### config.mk
export PLATFORM = sky130hd
export DESIGN_NAME = wb_master_cmd_flat
export DESIGN_NICKNAME = d
export VERILOG_FILES = /design/src/rtl/wb_master_cmd_pkg.sv /design/src/rtl/wb_master_cmd_if.sv /design/src/rtl/wb_master_cmd.sv /design/src/flat_wrapper.sv
export SDC_FILE = /design/constraint.sdc
export NUM_CORES = 1
export LEC_CHECK = 0
export CAP_MARGIN = 20
export CORE_MARGIN = 5
export CORE_UTILIZATION = 41
export CTS_CLUSTER_SIZE = 8
export DETAILED_ROUTE_END_ITERATION = 12
export PLACE_DENSITY = 0.89
export SYNTH_ARGS = -nofsm -noshare
export SYNTH_HDL_FRONTEND = slang
export SYNTH_SLANG_ARGS = --single-unit
### constraint.sdc
create_clock -name clk -period 2.8 [get_ports clk]
set_input_delay 0.42 -clock clk [delete_from_list [all_inputs] [get_ports clk]]
set_output_delay 0.42 -clock clk [all_outputs]
set_load 0.005 [all_outputs]
### src/rtl/wb_master_cmd_pkg.sv
// Shared types and sizing helpers for the single-transfer Wishbone command initiator.
package wb_master_cmd_pkg;

    typedef enum logic [1:0] {
        ST_IDLE,
        ST_BUS,
        ST_RSP
    } state_e;

    // Timeout counter width; a disabled timeout (0) still needs one bit.
    function automatic int unsigned cnt_width(input int unsigned cycles);
        return (cycles == 0) ? 1 : $clog2(cycles + 1);
    endfunction

endpackage

### src/rtl/wb_master_cmd_if.sv
// Classic Wishbone bus bundle with initiator and target views.
interface wb_if #(
    parameter int unsigned ADDR_WIDTH = 32,
    parameter int unsigned DATA_WIDTH = 32
);
    logic [ADDR_WIDTH-1:0]   adr;
    logic [DATA_WIDTH-1:0]   dat_w;
    logic [DATA_WIDTH-1:0]   dat_r;
    logic [DATA_WIDTH/8-1:0] sel;
    logic                    we;
    logic                    cyc;
    logic                    stb;
    logic                    ack;
    logic                    err;

    modport master (
        output adr, dat_w, sel, we, cyc, stb,
        input  dat_r, ack, err
    );

    modport slave (
        input  adr, dat_w, sel, we, cyc, stb,
        output dat_r, ack, err
    );
endinterface

### src/rtl/wb_master_cmd.sv
// Turns one valid/ready command into a single classic CYC/STB Wishbone cycle and
// returns data/status on a valid/ready response channel.
module wb_master_cmd
    import wb_master_cmd_pkg::*;
#(
    parameter int unsigned ADDR_WIDTH     = 32,
    parameter int unsigned DATA_WIDTH     = 32,
    parameter int unsigned TIMEOUT_CYCLES = 256
) (
    input  logic                    clk,
    input  logic                    rstn,
    input  logic                    i_req_valid,
    output logic                    o_req_ready,
    input  logic                    i_req_we,
    input  logic [ADDR_WIDTH-1:0]   i_req_adr,
    input  logic [DATA_WIDTH-1:0]   i_req_dat,
    input  logic [DATA_WIDTH/8-1:0] i_req_sel,
    output logic                    o_rsp_valid,
    input  logic                    i_rsp_ready,
    output logic [DATA_WIDTH-1:0]   o_rsp_dat,
    output logic                    o_rsp_err,
    output logic                    o_rsp_timeout,
    output logic                    o_stray_ack,
    wb_if.master                    m
);

    localparam int unsigned CNT_W = cnt_width(TIMEOUT_CYCLES);
    localparam logic [CNT_W-1:0] CNT_LAST = CNT_W'(TIMEOUT_CYCLES - 1);

    state_e                  r_state;
    state_e                  w_state_nxt;
    logic [CNT_W-1:0]        r_cnt;
    logic                    r_rsp_valid;
    logic [DATA_WIDTH-1:0]   r_rsp_dat;
    logic                    r_rsp_err;
    logic                    r_rsp_timeout;
    logic                    r_stray;
    logic                    w_accept;
    logic                    w_err_end;
    logic                    w_ack_end;
    logic                    w_to_end;
    logic                    w_cnt_last;

    assign o_req_ready   = (r_state == ST_IDLE);
    assign o_rsp_valid   = r_rsp_valid;
    assign o_rsp_dat     = r_rsp_dat;
    assign o_rsp_err     = r_rsp_err;
    assign o_rsp_timeout = r_rsp_timeout;
    assign o_stray_ack   = r_stray;

    // Counter holds the number of already-elapsed wait cycles; this edge is the last one.
    assign w_cnt_last = (TIMEOUT_CYCLES != 0) && (r_cnt == CNT_LAST);

    always_ff @(posedge clk or negedge rstn) begin
        if (!rstn) begin
            r_state <= ST_IDLE;
        end else begin
            r_state <= w_state_nxt;
        end
    end

    always_comb begin
        w_state_nxt = r_state;
        w_accept    = 1'b0;
        w_err_end   = 1'b0;
        w_ack_end   = 1'b0;
        w_to_end    = 1'b0;
        unique case (r_state)
            ST_IDLE: begin
                if (i_req_valid) begin
                    w_accept    = 1'b1;
                    w_state_nxt = ST_BUS;
                end
            end
            ST_BUS: begin
                if (m.err) begin
                    w_err_end   = 1'b1;
                    w_state_nxt = ST_RSP;
                end else if (m.ack) begin
                    w_ack_end   = 1'b1;
                    w_state_nxt = ST_RSP;
                end else if (w_cnt_last) begin
                    w_to_end    = 1'b1;
                    w_state_nxt = ST_RSP;
                end
            end
            ST_RSP: begin
                if (i_rsp_ready) begin
                    w_state_nxt = ST_IDLE;
                end
            end
            default: w_state_nxt = ST_IDLE;
        endcase
    end

    always_ff @(posedge clk or negedge rstn) begin
        if (!rstn) begin
            m.cyc         <= 1'b0;
            m.stb         <= 1'b0;
            m.we          <= 1'b0;
            m.adr         <= '0;
            m.dat_w       <= '0;
            m.sel         <= '0;
            r_cnt         <= '0;
            r_rsp_valid   <= 1'b0;
            r_rsp_dat     <= '0;
            r_rsp_err     <= 1'b0;
            r_rsp_timeout <= 1'b0;
            r_stray       <= 1'b0;
        end else begin
            if ((r_state != ST_BUS) && (m.ack || m.err)) begin
                r_stray <= 1'b1;
            end

            if (w_accept) begin
                m.we    <= i_req_we;
                m.adr   <= i_req_adr;
                m.dat_w <= i_req_dat;
                m.sel   <= i_req_sel;
                m.cyc   <= 1'b1;
                m.stb   <= 1'b1;
                r_cnt   <= '0;
            end

            if (w_err_end || w_ack_end || w_to_end) begin
                m.cyc       <= 1'b0;
                m.stb       <= 1'b0;
                r_rsp_valid <= 1'b1;
            end

            if (w_err_end) begin
                r_rsp_err     <= 1'b1;
                r_rsp_timeout <= 1'b0;
                r_rsp_dat     <= '0;
            end else if (w_ack_end) begin
                r_rsp_err     <= 1'b0;
                r_rsp_timeout <= 1'b0;
                r_rsp_dat     <= m.we ? '0 : m.dat_r;
            end else if (w_to_end) begin
                r_rsp_err     <= 1'b1;
                r_rsp_timeout <= 1'b1;
                r_rsp_dat     <= '0;
            end else if ((r_state == ST_BUS) && (r_cnt != '1)) begin
                r_cnt <= r_cnt + 1'b1;
            end

            if ((r_state == ST_RSP) && i_rsp_ready) begin
                r_rsp_valid <= 1'b0;
            end
        end
    end

endmodule

### src/flat_wrapper.sv
// flat-port wrapper written by rule: the top's interface ports become plain ports
module wb_master_cmd_flat import wb_master_cmd_pkg::*;
#(
    parameter int unsigned ADDR_WIDTH     = 32,
    parameter int unsigned DATA_WIDTH     = 32,
    parameter int unsigned TIMEOUT_CYCLES = 256
)
  (clk, rstn, i_req_valid, o_req_ready, i_req_we, i_req_adr, i_req_dat, i_req_sel, o_rsp_valid, i_rsp_ready, o_rsp_dat, o_rsp_err, o_rsp_timeout, o_stray_ack, m_adr, m_dat_w, m_sel, m_we, m_cyc, m_stb, m_dat_r, m_ack, m_err);
  wb_if #(.ADDR_WIDTH(ADDR_WIDTH), .DATA_WIDTH(DATA_WIDTH)) m_i ();
  input  logic clk;
  input  logic rstn;
  input  logic i_req_valid;
  output logic o_req_ready;
  input  logic i_req_we;
  input  logic [ADDR_WIDTH-1:0] i_req_adr;
  input  logic [DATA_WIDTH-1:0] i_req_dat;
  input  logic [DATA_WIDTH/8-1:0] i_req_sel;
  output logic o_rsp_valid;
  input  logic i_rsp_ready;
  output logic [DATA_WIDTH-1:0] o_rsp_dat;
  output logic o_rsp_err;
  output logic o_rsp_timeout;
  output logic o_stray_ack;
  output wire logic [$bits(m_i.adr)-1:0] m_adr;
  output wire logic [$bits(m_i.dat_w)-1:0] m_dat_w;
  output wire logic [$bits(m_i.sel)-1:0] m_sel;
  output wire logic [$bits(m_i.we)-1:0] m_we;
  output wire logic [$bits(m_i.cyc)-1:0] m_cyc;
  output wire logic [$bits(m_i.stb)-1:0] m_stb;
  input wire logic [$bits(m_i.dat_r)-1:0] m_dat_r;
  input wire logic [$bits(m_i.ack)-1:0] m_ack;
  input wire logic [$bits(m_i.err)-1:0] m_err;
  assign m_adr = m_i.adr;
  assign m_dat_w = m_i.dat_w;
  assign m_sel = m_i.sel;
  assign m_we = m_i.we;
  assign m_cyc = m_i.cyc;
  assign m_stb = m_i.stb;
  assign m_i.dat_r = m_dat_r;
  assign m_i.ack = m_ack;
  assign m_i.err = m_err;
  wb_master_cmd #(.ADDR_WIDTH(ADDR_WIDTH), .DATA_WIDTH(DATA_WIDTH), .TIMEOUT_CYCLES(TIMEOUT_CYCLES)) u_core (.clk(clk), .rstn(rstn), .i_req_valid(i_req_valid), .o_req_ready(o_req_ready), .i_req_we(i_req_we), .i_req_adr(i_req_adr), .i_req_dat(i_req_dat), .i_req_sel(i_req_sel), .o_rsp_valid(o_rsp_valid), .i_rsp_ready(i_rsp_ready), .o_rsp_dat(o_rsp_dat), .o_rsp_err(o_rsp_err), .o_rsp_timeout(o_rsp_timeout), .o_stray_ack(o_stray_ack), .m(m_i));
endmodule
== Word-level counts from Yosys, hierarchy flattened ==
Index checks and enable logic that the tools add are counted.
W data, S select, Z words.
Operators by class
  add/subtract/negate cells: 1
  eq/ne operators: 8
  mux-type cells: 34
  reduce and logical (&&, ||, !) cells: 11
Operator list (count)
  $mux W32: 4
  $mux W9: 5
  $mux W1: 19
  $mux W2: 5
  $add A9 B1 Y9 const B: 1
  $eq A9 B8 Y1 const B: 1
  $ne A9 B9 Y1 const B: 1
  $pmux W2 S3: 1
  $ne A2 B2 Y1 const B: 2
  $ne A4 B3 Y1 const B: 1
  $reduce_bool A2 Y1: 2
  $logic_and A1 B1 Y1: 3
  $logic_or A1 B1 Y1: 3
  $reduce_and A3 Y1: 1
  $reduce_bool A3 Y1: 1
  $eq A2 B1 Y1 const B: 1
  $eq A2 B2 Y1 const B: 1
  $logic_not A2 Y1: 1
  $ne A2 B1 Y1 const B: 1
Word-level totals
  register bits after elaboration: 117
  input bits: 107
  word-level logic and storage cells: 66

== Logic depth before layout (Yosys ltp) ==
Gate-level depths: netlist of the first run.
  word-level depth: 8
  mapped depth: 9

== Worst setup path after synthesis of the first run ==
OpenSTA, ideal clock, no wires.
  path kind: flip-flop to flip-flop
  start point: register u_core.r_cnt[0]
  end point: register u_core.r_cnt[6]
  arrival: 1.895 ns
  slack: 0.828 ns
  stages on the path, launching flop included: 9
  buffers on the path: 0
  period minus slack after synthesis: 1.972 ns
  path through: dfrtp_1 > ha_1 > nand4_1 > nor2_1 > ha_1 > nor3_4 > nand2_2 > or4_1 > a21oi_1
Between the ends
  cells in the longest elaborated chain, start to end: 8
  elaborated cells between the ends (all ways): 12
RTL lines
  start: declaration: line wb_master_cmd.sv:32  | logic [CNT_W-1:0] r_cnt;
  start signal: assignment: line wb_master_cmd.sv:144  | r_cnt <= r_cnt + 1'b1;
  branches (longest 5 deep; another with $add A9 B1 Y9)
  $mux W9 *: line wb_master_cmd.sv:139  | end else if (w_to_end) begin
  $mux W9 *: line wb_master_cmd.sv:135  | end else if (w_ack_end) begin
  $mux W9 *: line wb_master_cmd.sv:131  | if (w_err_end) begin
Mark *: on every way between the ends.
A chain may end at the register's enable or synchronous reset.

== Worst setup path after layout of the first run ==
Same ends and word-level chain as after synthesis.

==> impl_summary.md, run 1 <==
Worst setup path
The endpoint identified for the worst register-to-register timing path is u_core.r_cnt[6]$_DFF_PN0_. The data arrival time at the worst-slack endpoint is 2730 ps. STA puts the critical path data required time at 3210 ps. The startpoint of the lowest-slack register-to-register path is u_core.r_cnt[0]$_DFF_PN0_. Of all nets on the critical path, the largest fanout is 14. The type of destination of the critical path is a flop.

For flop-to-flop paths, the worst setup slack is 480 ps. The class of the most critical setup path is reg -> reg. The element type at the critical path start is a flop. The number of cells on the worst reg-to-reg path is 8.

Place
The routability congestion estimate is 0.824. The final HPWL from detailed placement is 9.80 mm. The number of buffers added on ports is 214.

Floorplanning
The die footprint is 13400 um^2. The number of rows in the core area is 38. In this run the horizontal extent of the chip is 116 um.

The die span in y is 116 um. The effective utilization at floorplan is 42.1%. The core region area is 10900 um^2. The number of I/O pins is 215.

Timing
Setup violations remaining at the end of the flow were counted as 0. The final-layout setup total negative slack is 0 ps. The number of slew-limit violations in the final report is 0. Across the routed clock network, the largest skew measured is 10.9 ps. The part of the cycle the worst path needs is 82.9%. The minimum period implied by the final worst setup slack is 2320 ps. The worst max-slew margin expressed relative to the limit is 53.7%. Setup repair after global routing left no endpoint under its margin. The achievable frequency is 0.431 GHz. At the pin with the least slew margin, the transition time is 695 ps. The total count of hold-check failures in the final report is 0.

Logic synthesis
After technology mapping, the gate count stands at 448. The flop and latch count out of synthesis is 117. By instance count, the leading cell after synthesis is nand2_1. The synthesized netlist occupies a cell area of 4580 um^2. The share of flip-flops with an asynchronous set or reset after synthesis is 100%. The mean cell area of the mapped netlist is 10.2 um^2. The netlist uses 36 different library cells. The number of nets handed over by synthesis was 558.

The share of the yosys chip area belonging to registers is 63.9%. The main flop type after synthesis is dfrtp_1. Sorting the synthesized cells by area gives the leading types as dfrtp_1 64%, nand2_1 17%, a22o_1 6.1%, buf_2 1.6%, buf_4 1.1%. The cell taking the most area after synthesis is dfrtp_1. The number of enable-type register cells in the synthesized netlist is 0. During synthesis, Yosys emitted a total of 0 warnings. The area share of the leading cell type in the synthesized netlist is 63.9%. By count the netlist is led by 212 x nand2_1, 117 x dfrtp_1, 32 x a22o_1, 15 x buf_2, 8 x nand3_1.

Cells and area
The post-route netlist has 7.09% of its cells at a drive strength greater than 1. After the last flow step, the layout net total stands at 774. The total inserted antenna cells is 0. The area growth from synthesis to layout is 63.3%.

Clock tree
The clock tree from TritonCTS is built. For the worst-skew pair, the clock arrives at the later sink with an insertion delay of 500 ps. The clock-pin slew on the worst setup and hold paths is 60 ps.

The total clock buffers created by CTS is 17. The H-tree depth is 4. The number of setup buffers added after CTS is 0. The clock passes through at most 2 buffers. CTS saw 117 sinks. The clock tree root buffer cell is clkbuf_8.

Pwr
The worst-case IR drop observed on VDD is 0.000584 V. The total leakage power is 3.53 nW. The overall power after layout is 8.10 mW. The power per unit of standard cell area is 1080 nW/um^2.

GRT
Entering global routing, the biggest net connects 63 pins. The via count of the first global-routing pass is 4325. The number of antenna violations at the first check in global routing is 0. For this run the aggregate overflow at the end of global routing stands at 0. The aggregate global-route resource usage is 20.5%. The global-route wire length before repair is 21.5 mm.

Drt
The first detailed-routing pass took 4 iterations. The routed via count is 4006. The first routing iteration left 246 violations. The mean routed wirelength per cell is 16.3 um. In this run the remaining antenna-violating nets after routing total 0. The count of unresolved DRC violations after routing is 0. The detailed-route vias per instance is 4.90. The total wire length after detailed routing is 13.3 mm.

Min path
The worst hold path passes through 3 cells. The path with the worst hold slack has its endpoint at u_core.m.adr[28]$_DFFE_PN0P_. In this run the most critical hold path is launched from i_req_adr[28]. The path class of the tightest hold or removal check is in -> reg.

Status
The flow ran to the end, and the final reports show no timing, DRC or antenna violations.

Flow run
The count of max-cap constraint violations is 0.
[through the flow]
| step | area (um^2) | hold slack [ps] | setup WS, ps | utilization, % | instances |
|---|---|---|---|---|---|
| floorplan | 4580 | 124 | 828 | - | 448 |
| global placement | 6850 | 457 | 610 | 62.9 | 784 |
| detailed placement | 6850 | 461 | 497 | 62.9 | 784 |
| CTS | 7480 | 417 | 483 | 68.7 | 817 |
| global route | 7480 | 433 | 345 | 68.7 | 817 |
| finish | 7480 | 446 | 479 | 68.7 | 817 |
[power breakdown]
group	switching, mW	internal (mW)	total [mW]
clock	0.754	1.49	2.25
combinational	1.19	1.78	2.97
sequential	0.462	2.42	2.88
total	2.41	5.70	8.10
[worst max-delay path by stage]
stage                         startpoint                         to  slack [ps]  depth (start not counted)
6_report       u_core.r_cnt[0]$_DFF_PN0_  u_core.r_cnt[6]$_DFF_PN0_         480                          8
5_1_grt        u_core.r_cnt[0]$_DFF_PN0_  u_core.r_cnt[6]$_DFF_PN0_         350                          8
4_1_cts        u_core.r_cnt[0]$_DFF_PN0_  u_core.r_cnt[6]$_DFF_PN0_         480                          8
3_5_place_dp   u_core.r_cnt[0]$_DFF_PN0_  u_core.r_cnt[6]$_DFF_PN0_         500                          8
3_3_place_gp   u_core.r_cnt[0]$_DFF_PN0_  u_core.r_cnt[6]$_DFF_PN0_         610                          8
2_1_floorplan  u_core.r_cnt[0]$_DFF_PN0_  u_core.r_cnt[6]$_DFF_PN0_         830                          8
[cell families (layout without fill, tap and decap cells)]
logic type,Yosys count,in the layout,share of synthesized area [%]
compound gates,56,56,10.1
xor+xnor,1,1,0.191
fa+ha+maj,3,3,0.819
buf+inv,31,260,3.52
flops,117,117,63.9
mux,1,1,0.218
simple gates,239,239,21.2
[layout make-up]
cell class / instances / area [um^2]
multi-input cells: 300 / 1500
inverters: 6 / 22.5
well taps: 140 / 175
fillers: 826 / 3400
clock buffers: 20 / 445
clock inverters: 12 / 176
repair buffers: 222 / 2240
flip-flops and latches: 117 / 2930
[what timing repair did]
item	4_1_cts	5_1_grt
gates resized for setup	0	0
endpoints found under the hold margin	54	0
endpoints found under the setup margin	0	0
hold buffers	1	0
[metal layers]
metal  share of wire [%]  global-route usage, %  up-vias
li1                    -                      -     1894
met1                  39                   24.5     1936
met5                   0                      0        -
met4                 2.0                   7.66        0
met3                 7.8                   6.84       21
met2                  51                   34.6      155
[sequential cells by signal, indices dropped and copies added (netlist names)]
signal / count
u_core.o_stray_ack: 1
u_core.o_rsp_dat: 32
u_core.r_cnt: 9
u_core.m.adr: 32
u_core.o_rsp_valid: 1
u_core.o_rsp_err: 1
u_core.r_state: 2
u_core.m.cyc: 1
u_core.o_rsp_timeout: 1
u_core.m.sel: 4
u_core.m.we: 1
u_core.m.dat_w: 32
[critical path: stages, from the launching register on]
cell,delay [ps]
dfrtp_1,400
ha_1,240
nand4_1,170
nor2_1,100
ha_1,220
nor3b_4,280
nand2_2,230
or4_1,440
a21oi_1,180
[cell usage in the layout, fill, tap and decap left out, drive strengths merged]
master         Yosys  routed
o21ai              5       5
o311a              1       1
bufinv             0       4
o311ai             1       1
clkbuf             3      20
buf               22       8
o31ai              2       2
or3                1       1
o21bai             2       2
clkinv             0       5
a2111o             1       1
o21a               3       3
nor2               6       6
nor3b              1       1
o22a               1       1
dfrtp            117     117
inv                6       7
or4                1       1
mux2i              1       1
and2               2       2
a21oi              4       4
nand3              8       8
clkdlybuf4s50      0     213
nand2b             1       1
o221a              1       1
a21boi             1       1
nand4              1       1
or2                1       1
dlygate4sd3        0       1
ha                 3       3
clkinvlp           0       2
nand2            213     213
nor2b              1       1
nor3               3       3
a22o              32      32
xor2               1       1
a2bb2oi            2       2
Note: power is estimated with default switching activity, not from simulation.
==> run 2: changes to the inputs <==
- CORE_UTILIZATION: 41 -> 37
- PLACE_DENSITY: 0.89 -> 0.85
- clock period: 2.8 -> 2.1 ns (I/O delays scaled with it)
==> impl_summary.md, run 2 (synthesized netlist as in run 1, its figures left out) <==
Status
The flow ran to the end, and the final reports show no timing, DRC or antenna violations.

Timing
The smallest hold slack is 438 ps (-8.03 ps). The worst max-slew margin expressed relative to the limit is 62.7% (+9.1 points). The achievable frequency came to 0.482 GHz (+12%). The post-route clock skew is 9.20 ps (-1.67 ps). The number of slew-limit violations in the final report came to 0 (unchanged). Setup repair after global routing could not meet its margin everywhere.

The part of the cycle the worst path needs is 98.7% (+16 points). The final setup violation count is 0 (unchanged). The measured slew at the worst slew-check pin came to 559 ps (-136 ps). The total count of hold-check failures in the final report is 0 (unchanged). The minimum period implied by the final worst setup slack came to 2070 ps (-247 ps).

Clock tree
The total clock buffers created by CTS is 17 (unchanged). The clock-pin slew on the worst setup and hold paths is 50 ps (about the same). The maximum buffer depth of the clock tree is 2 (unchanged). TritonCTS built the clock tree. The clock insertion delay at the later pin of the skew report is 400 ps (-100 ps). The clock sink count came to 117 (unchanged). The H-tree depth is 4 (unchanged). The cell sitting at the root of the clock tree is a clkbuf_16.

Cells and area
The area growth from synthesis to layout is 67.1%. The share of cells above drive strength 1 is 8.65% (+1.6 points). The leading cell type in the layout, fill and taps excluded is clkdlybuf4s50_1. The total inserted antenna cells is 0 (unchanged). The cell area after layout is 7660 um^2 (+2.3%). The number of nets in the final layout is 780 (+0.78%). The final cell utilization of the core is 63.5% (-5.2 points). Leaving out fill and tap cells, the most frequent cells in the layout are 213 x clkdlybuf4s50_1, 211 x nand2_1, 117 x dfrtp_1.

Drt
The mean routed wirelength per cell is 16.4 um (+0.43%). The routed via count came to 4068 (+1.5%). The final antenna-violating net count is 0 (unchanged). The count of unresolved DRC violations after routing is 0 (unchanged). The iteration-0 DRC count of the detailed router is 185 (-25%).

The number of iterations in the first detailed-routing pass is 4 (unchanged). The total wire length after detailed routing was 13.9 mm (+4.5%). The detailed-route vias per instance came to 4.79 (-2.4%).

GRT
The pin count of the biggest net entering global routing was 56 (-11%). The via count of the first global-routing pass is 4271 (-1.2%). The aggregate global-route resource usage is 18.9% (-1.6 points). The number of antenna violations at the first check in global routing was 0 (unchanged).

The overall overflow remaining after global route is 0 (unchanged). The global-route wire length before repair was 21.7 mm (+0.93%).

Floorplanning
The effective utilization at floorplan came to 38.0% (-4.1 points). The number of rows in the core area is 40 (+5.3%). The number of I/O pins is 215 (unchanged). The die span in y came to 121 um (+4.8%). The die footprint was 14700 um^2 (+9.8%). The core region area is 12100 um^2 (+11%). The width of the chip was 121 um (+4.8%).

Worst setup path
The class of the most critical setup path is reg -> reg. The register-to-register setup slack came to 30 ps (-450 ps). The critical path starts at u_core.r_cnt[1]$_DFF_PN0_. STA classifies the critical path endpoint as a flop. The element type at the critical path start is a flop.

The depth of the worst register-to-register path is 9 (+1). The critical path required time is 2370 ps (-840 ps). The startpoint of the lowest-slack register-to-register path is u_core.r_cnt[1]$_DFF_PN0_.

The worst register-to-register path ends at u_core.r_cnt[6]$_DFF_PN0_. The worst-path maximum fanout is 5 (-9). The data arrival time at the worst-slack endpoint is 2350 ps (-380 ps). The worst setup path endpoint is u_core.r_cnt[6]$_DFF_PN0_.

Pwr
The worst vdd rail ir drop was 0.000735 V (+26%). The overall power after layout is 11.0 mW (+36%). The total leakage power was 3.58 nW (+1.7%). The power per unit of standard cell area is 1440 nW/um^2 (+33%).

Place
The standard cell area after detailed placement was 6960 um^2 (+1.6%). The number of buffers added on ports is 214 (unchanged). The final HPWL from detailed placement is 9.92 mm (+1.2%). The routability congestion estimate was 0.938 (+14%).

Min path
The worst hold-check path type is in -> reg.

Flow run
The count of max-cap constraint violations is 0 (unchanged).
## run 2: cell types whose count changed in the layout (fill, tap and decap cells not counted), moves of 2 or more
| cell | previous run | this run |
|---|---|---|
| ha_1 | 3 | 1 |
| buf_12 | 3 | 6 |
| buf_4 | 5 | 7 |
| clkinvlp_4 | 2 | 0 |
| ha_2 | 0 | 2 |
## run 2: power breakdown
group,switching [mW],internal [mW],leakage (nW)
Combinational,1.62,2.41,1.77
Clock,0.973,2.19,0.320
Sequential,0.610,3.23,1.49
Total,3.20,7.83,3.58
## run 2: final cells by class
| class | instances | area [um^2] |
|---|---|---|
| fill | 903 | 4400 |
| sequential | 117 | 2930 |
| timing repair buffer | 228 | 2330 |
| multi-input combinational | 300 | 1520 |
| clock buffer | 22 | 474 |
| tap | 168 | 210 |
| clock inverter | 9 | 174 |
| inverter | 6 | 22.5 |
## run 2: repair_timing
action / 4_1_cts / 5_1_grt
hold endpoints to repair: 38 / 0
hold buffers: 1 / 0
resized for setup: 0 / 11
endpoints found under the setup margin: 0 / 20
setup buffers: 0 / 1
## run 2: metal layers
layer,GRT usage (%),wire (um),up-vias
met5,0,0,-
met4,5.74,156,0
li1,-,-,1899
met1,21.9,5420,1969
met2,32.0,7110,183
met3,7.83,1240,17
## run 2: worst min path at each step
stage,start,end,slack (ps),cells past startpoint
6_report,i_req_dat[7],u_core.m.dat_w[7]$_DFFE_PN0P_,440,3
2_1_floorplan,rstn,u_core.m.adr[0]$_DFFE_PN0P_,20,0
4_1_cts,i_req_dat[7],u_core.m.dat_w[7]$_DFFE_PN0P_,410,3
3_5_place_dp,rstn,u_core.o_rsp_dat[25]$_DFFE_PN0P_,350,1
3_3_place_gp,rstn,u_core.o_rsp_dat[15]$_DFFE_PN0P_,340,1
5_1_grt,i_req_dat[30],u_core.m.dat_w[30]$_DFFE_PN0P_,420,3
## run 2: metrics by stage
step	instances	setup slack (ps)	TNS, ps
floorplan	448	128	0
global placement	817	98.2	0
detailed placement	817	6.18	0
CTS	849	13.6	0
global route	850	-72.3	-197
finish	850	26.3	0
## run 2: critical path: stages (launching register included)
cell and delay [ps]:
dfrtp_1 390, ha_2 210, nand4_1 140, nor2_2 80
ha_2 190, nor3b_4 280, nand2_2 130, buf_6 140
o31ai_1 290, a21oi_2 90
==> run 3: changes to the inputs <==
- CORE_UTILIZATION: 37 -> 48
- DONT_BUFFER_PORTS: not set -> 1
- MAX_ROUTING_LAYER: not set -> met4
- PLACE_DENSITY: 0.85 -> 0.74
==> impl_summary.md, run 3 (synthesized netlist as in run 1, its figures left out) <==
Cells and area
The share of cells above drive strength 1 is 9.82% (+1.2 points). The area growth from synthesis to layout is 39.9%. The final standard cell count with taps included and fillers excluded is 699 (-18%). The number of fill cells is 651 (-28%). The cell area after layout is 6410 um^2 (-16%). The total inserted antenna cells is 0 (unchanged). The area used by multi-input combinational logic was 1520 um^2 (-0.41%). The area taken by flip-flops and latches is 2930 um^2 (unchanged). The top cell types in the final layout, fill and taps aside, are 211 x nand2_1, 117 x dfrtp_1, 105 x dlygate4sd3_1. The number of nets in the final layout is 668 (-14%). Leaving out fill and tap cells, the most frequent cell in the layout is nand2_1.

Timing
The final-layout setup total negative slack is 0 ps (unchanged). The smallest hold slack came to -481 ps (-919 ps). The achievable frequency is 0.492 GHz (+1.9%). The number of slew-limit violations in the final report is 0 (unchanged). The measured slew at the worst slew-check pin is 349 ps (-210 ps). Setup repair after global routing could not meet its margin everywhere.

The minimum period implied by the final worst setup slack is 2030 ps (-39.2 ps). The post-route clock skew came to 11.4 ps (+2.17 ps). The final setup violation count is 0 (unchanged). The part of the cycle the worst path needs is 96.9% (-1.9 points). The total count of hold-check failures in the final report is 117 (+117). The worst max-slew margin expressed relative to the limit came to 76.7% (+14 points).

GRT
The number of antenna violations at the first check in global routing was 0 (unchanged). The via count of the first global-routing pass is 3933 (-7.9%). The overall overflow remaining after global route is 0 (unchanged). The aggregate global-route resource usage is 23.2% (+4.3 points). The global-route wire length before repair came to 20.2 mm (-6.9%). The pin count of the biggest net entering global routing came to 118 (+110%).

Worst setup path
The register-to-register setup slack is 70 ps (+40 ps). The worst-path maximum fanout is 5 (unchanged). The critical path required time is 2530 ps (+160 ps). The type of destination of the critical path is a flop. The worst register-to-register path begins at u_core.r_cnt[0]$_DFF_PN0_. The depth of the worst register-to-register path is 8 (-1).

Traced cell by cell, the critical path runs through ha_2, nand4_1, nor2_1, ha_1, nor3b_4, nand2_2, or4_1, a21oi_2. The data arrival time at the worst-slack endpoint was 2460 ps (+110 ps). The end of the worst register-to-register path is u_core.r_cnt[6]$_DFF_PN0_. By startpoint and endpoint, the worst setup path is classified as reg -> reg. Among all stages on the critical path, the largest delay is contributed by or4_1.

The stage delay of the slowest cell on the critical path came to 430 ps (+40 ps). The element type at the critical path start is a flop.

Drt
The final antenna-violating net count was 0 (unchanged). The routed via count is 3709 (-8.8%). The iteration-0 DRC count of the detailed router is 254 (+37%). The total wire length after detailed routing is 13.0 mm (-6.8%). The number of iterations in the first detailed-routing pass is 5 (+1). The count of unresolved DRC violations after routing is 0 (unchanged). The mean routed wirelength per cell is 18.6 um (+13%). The detailed-route vias per instance is 5.31 (+11%).

Pwr
The power per unit of standard cell area came to 1410 nW/um^2 (-2.0%). The worst vdd rail ir drop came to 0.000758 V (+3.2%). The total leakage power is 3.15 nW (-12%). The overall power after layout was 9.05 mW (-18%).

Min path
The worst hold path belongs to the class in -> async.

Floorplanning
The die span in y is 108 um (-11%). The number of I/O pins is 215 (unchanged). The effective utilization at floorplan came to 49.4% (+11 points). The core region area is 9280 um^2 (-23%). The width of the chip is 108 um (-11%). The number of rows in the core area is 35 (-13%).

The die footprint is 11600 um^2 (-21%).

Place
The number of placed cells counting well taps is 562 (-31%). The final HPWL from detailed placement is 7.39 mm (-25%). The standard cell area after detailed placement came to 4710 um^2 (-32%). The routability congestion estimate is 0.873 (-6.9%). The number of buffers added on ports came to 0 (-100%).

Status
The final reports fail on hold timing. The flow ran to the end, but the final reports show violations.

Clock tree
The maximum buffer depth of the clock tree came to 2 (unchanged). The total clock buffers created by CTS is 17 (unchanged). The clock sink count is 117 (unchanged).

The tree is rooted in a clkbuf_8. The clock insertion delay at the later pin of the skew report came to 490 ps (+90 ps). The H-tree depth came to 4 (unchanged).

The number of buffers inserted by hold repair at cts came to 105 (+104). The clock-pin slew on the worst setup and hold paths is 60 ps (about the same). The clock tree from TritonCTS is built.

Flow run
The count of max-cap constraint violations is 0 (unchanged).
[run 3: cell types whose count changed in the layout (fill, tap and decap cells not counted), sizes merged, moves of 2 or more]
cell           previous run  this run
buf                      14        11
clkbuf                   22        18
clkdlybuf4s50           213         0
clkinv                    4         2
clkinvlp                  0         3
dlygate4sd3               1       105
inv                       6        10
[run 3: layer usage]
layer,share of wire [%],routed length [um],GRT usage [%],up-vias
met5,0,0,-,-
met4,2.3,303,9.56,0
met3,9.3,1210,8.10,21
met2,50,6500,37.2,200
met1,38,4960,26.7,1808
li1,-,-,-,1680
[run 3: power by group]
part | internal [mW] | leakage, nW | switching [mW]
Clock | 1.97 | 0.295 | 1.05
Sequential | 3.23 | 1.49 | 0.929
Combinational | 0.832 | 1.36 | 1.03
Total | 6.04 | 3.15 | 3.01
[run 3: cell type report]
| cell class | instances | area share, % |
|---|---|---|
| Clock buffer | 18 | 6.68 |
| Clock inverter | 13 | 3.05 |
| Timing Repair Buffer | 116 | 18.1 |
| Tap cell | 129 | 2.52 |
| Sequential cell | 117 | 45.7 |
| Inverter | 6 | 0.351 |
| Multi-Input combinational cell | 300 | 23.7 |
[run 3: worst max path at each step]
| stage | start | end | slack [ps] |
|---|---|---|---|
| 6_report | u_core.r_cnt[0]$_DFF_PN0_ | u_core.r_cnt[6]$_DFF_PN0_ | 70 |
| 5_1_grt | u_core.r_cnt[0]$_DFF_PN0_ | u_core.r_cnt[6]$_DFF_PN0_ | -6 |
| 4_1_cts | u_core.r_cnt[0]$_DFF_PN0_ | u_core.r_cnt[6]$_DFF_PN0_ | 2 |
| 3_5_place_dp | u_core.r_cnt[0]$_DFF_PN0_ | u_core.r_cnt[6]$_DFF_PN0_ | 20 |
| 3_3_place_gp | u_core.r_cnt[0]$_DFF_PN0_ | u_core.r_cnt[6]$_DFF_PN0_ | 110 |
| 2_1_floorplan | u_core.r_cnt[0]$_DFF_PN0_ | u_core.r_cnt[6]$_DFF_PN0_ | 130 |
[run 3: per-stage QoR]
stage	worst slack [ps]	utilization, %
2_1_floorplan	128	-
3_3_place_gp	113	50.7
3_5_place_dp	22.9	50.7
4_1_cts	2.17	68.7
5_1_grt	-5.62	69.0
6_report	65.5	69.0
[run 3: critical path: cells and delay by family (launching register included)]
family | cells | cell delay (ps)
adder cells (fa/ha/maj) | 2 | 420
AND/OR/NAND/NOR | 5 | 1000
AO/OA/AOI/OAI | 1 | 150
flip-flops | 1 | 400
[run 3: what timing repair did]
item | 4_1_cts | 5_1_grt
endpoints found under the setup margin | 0 | 4
endpoints found under the hold margin | 223 | 117
resized for setup | 0 | 6
setup buffers | 0 | 1
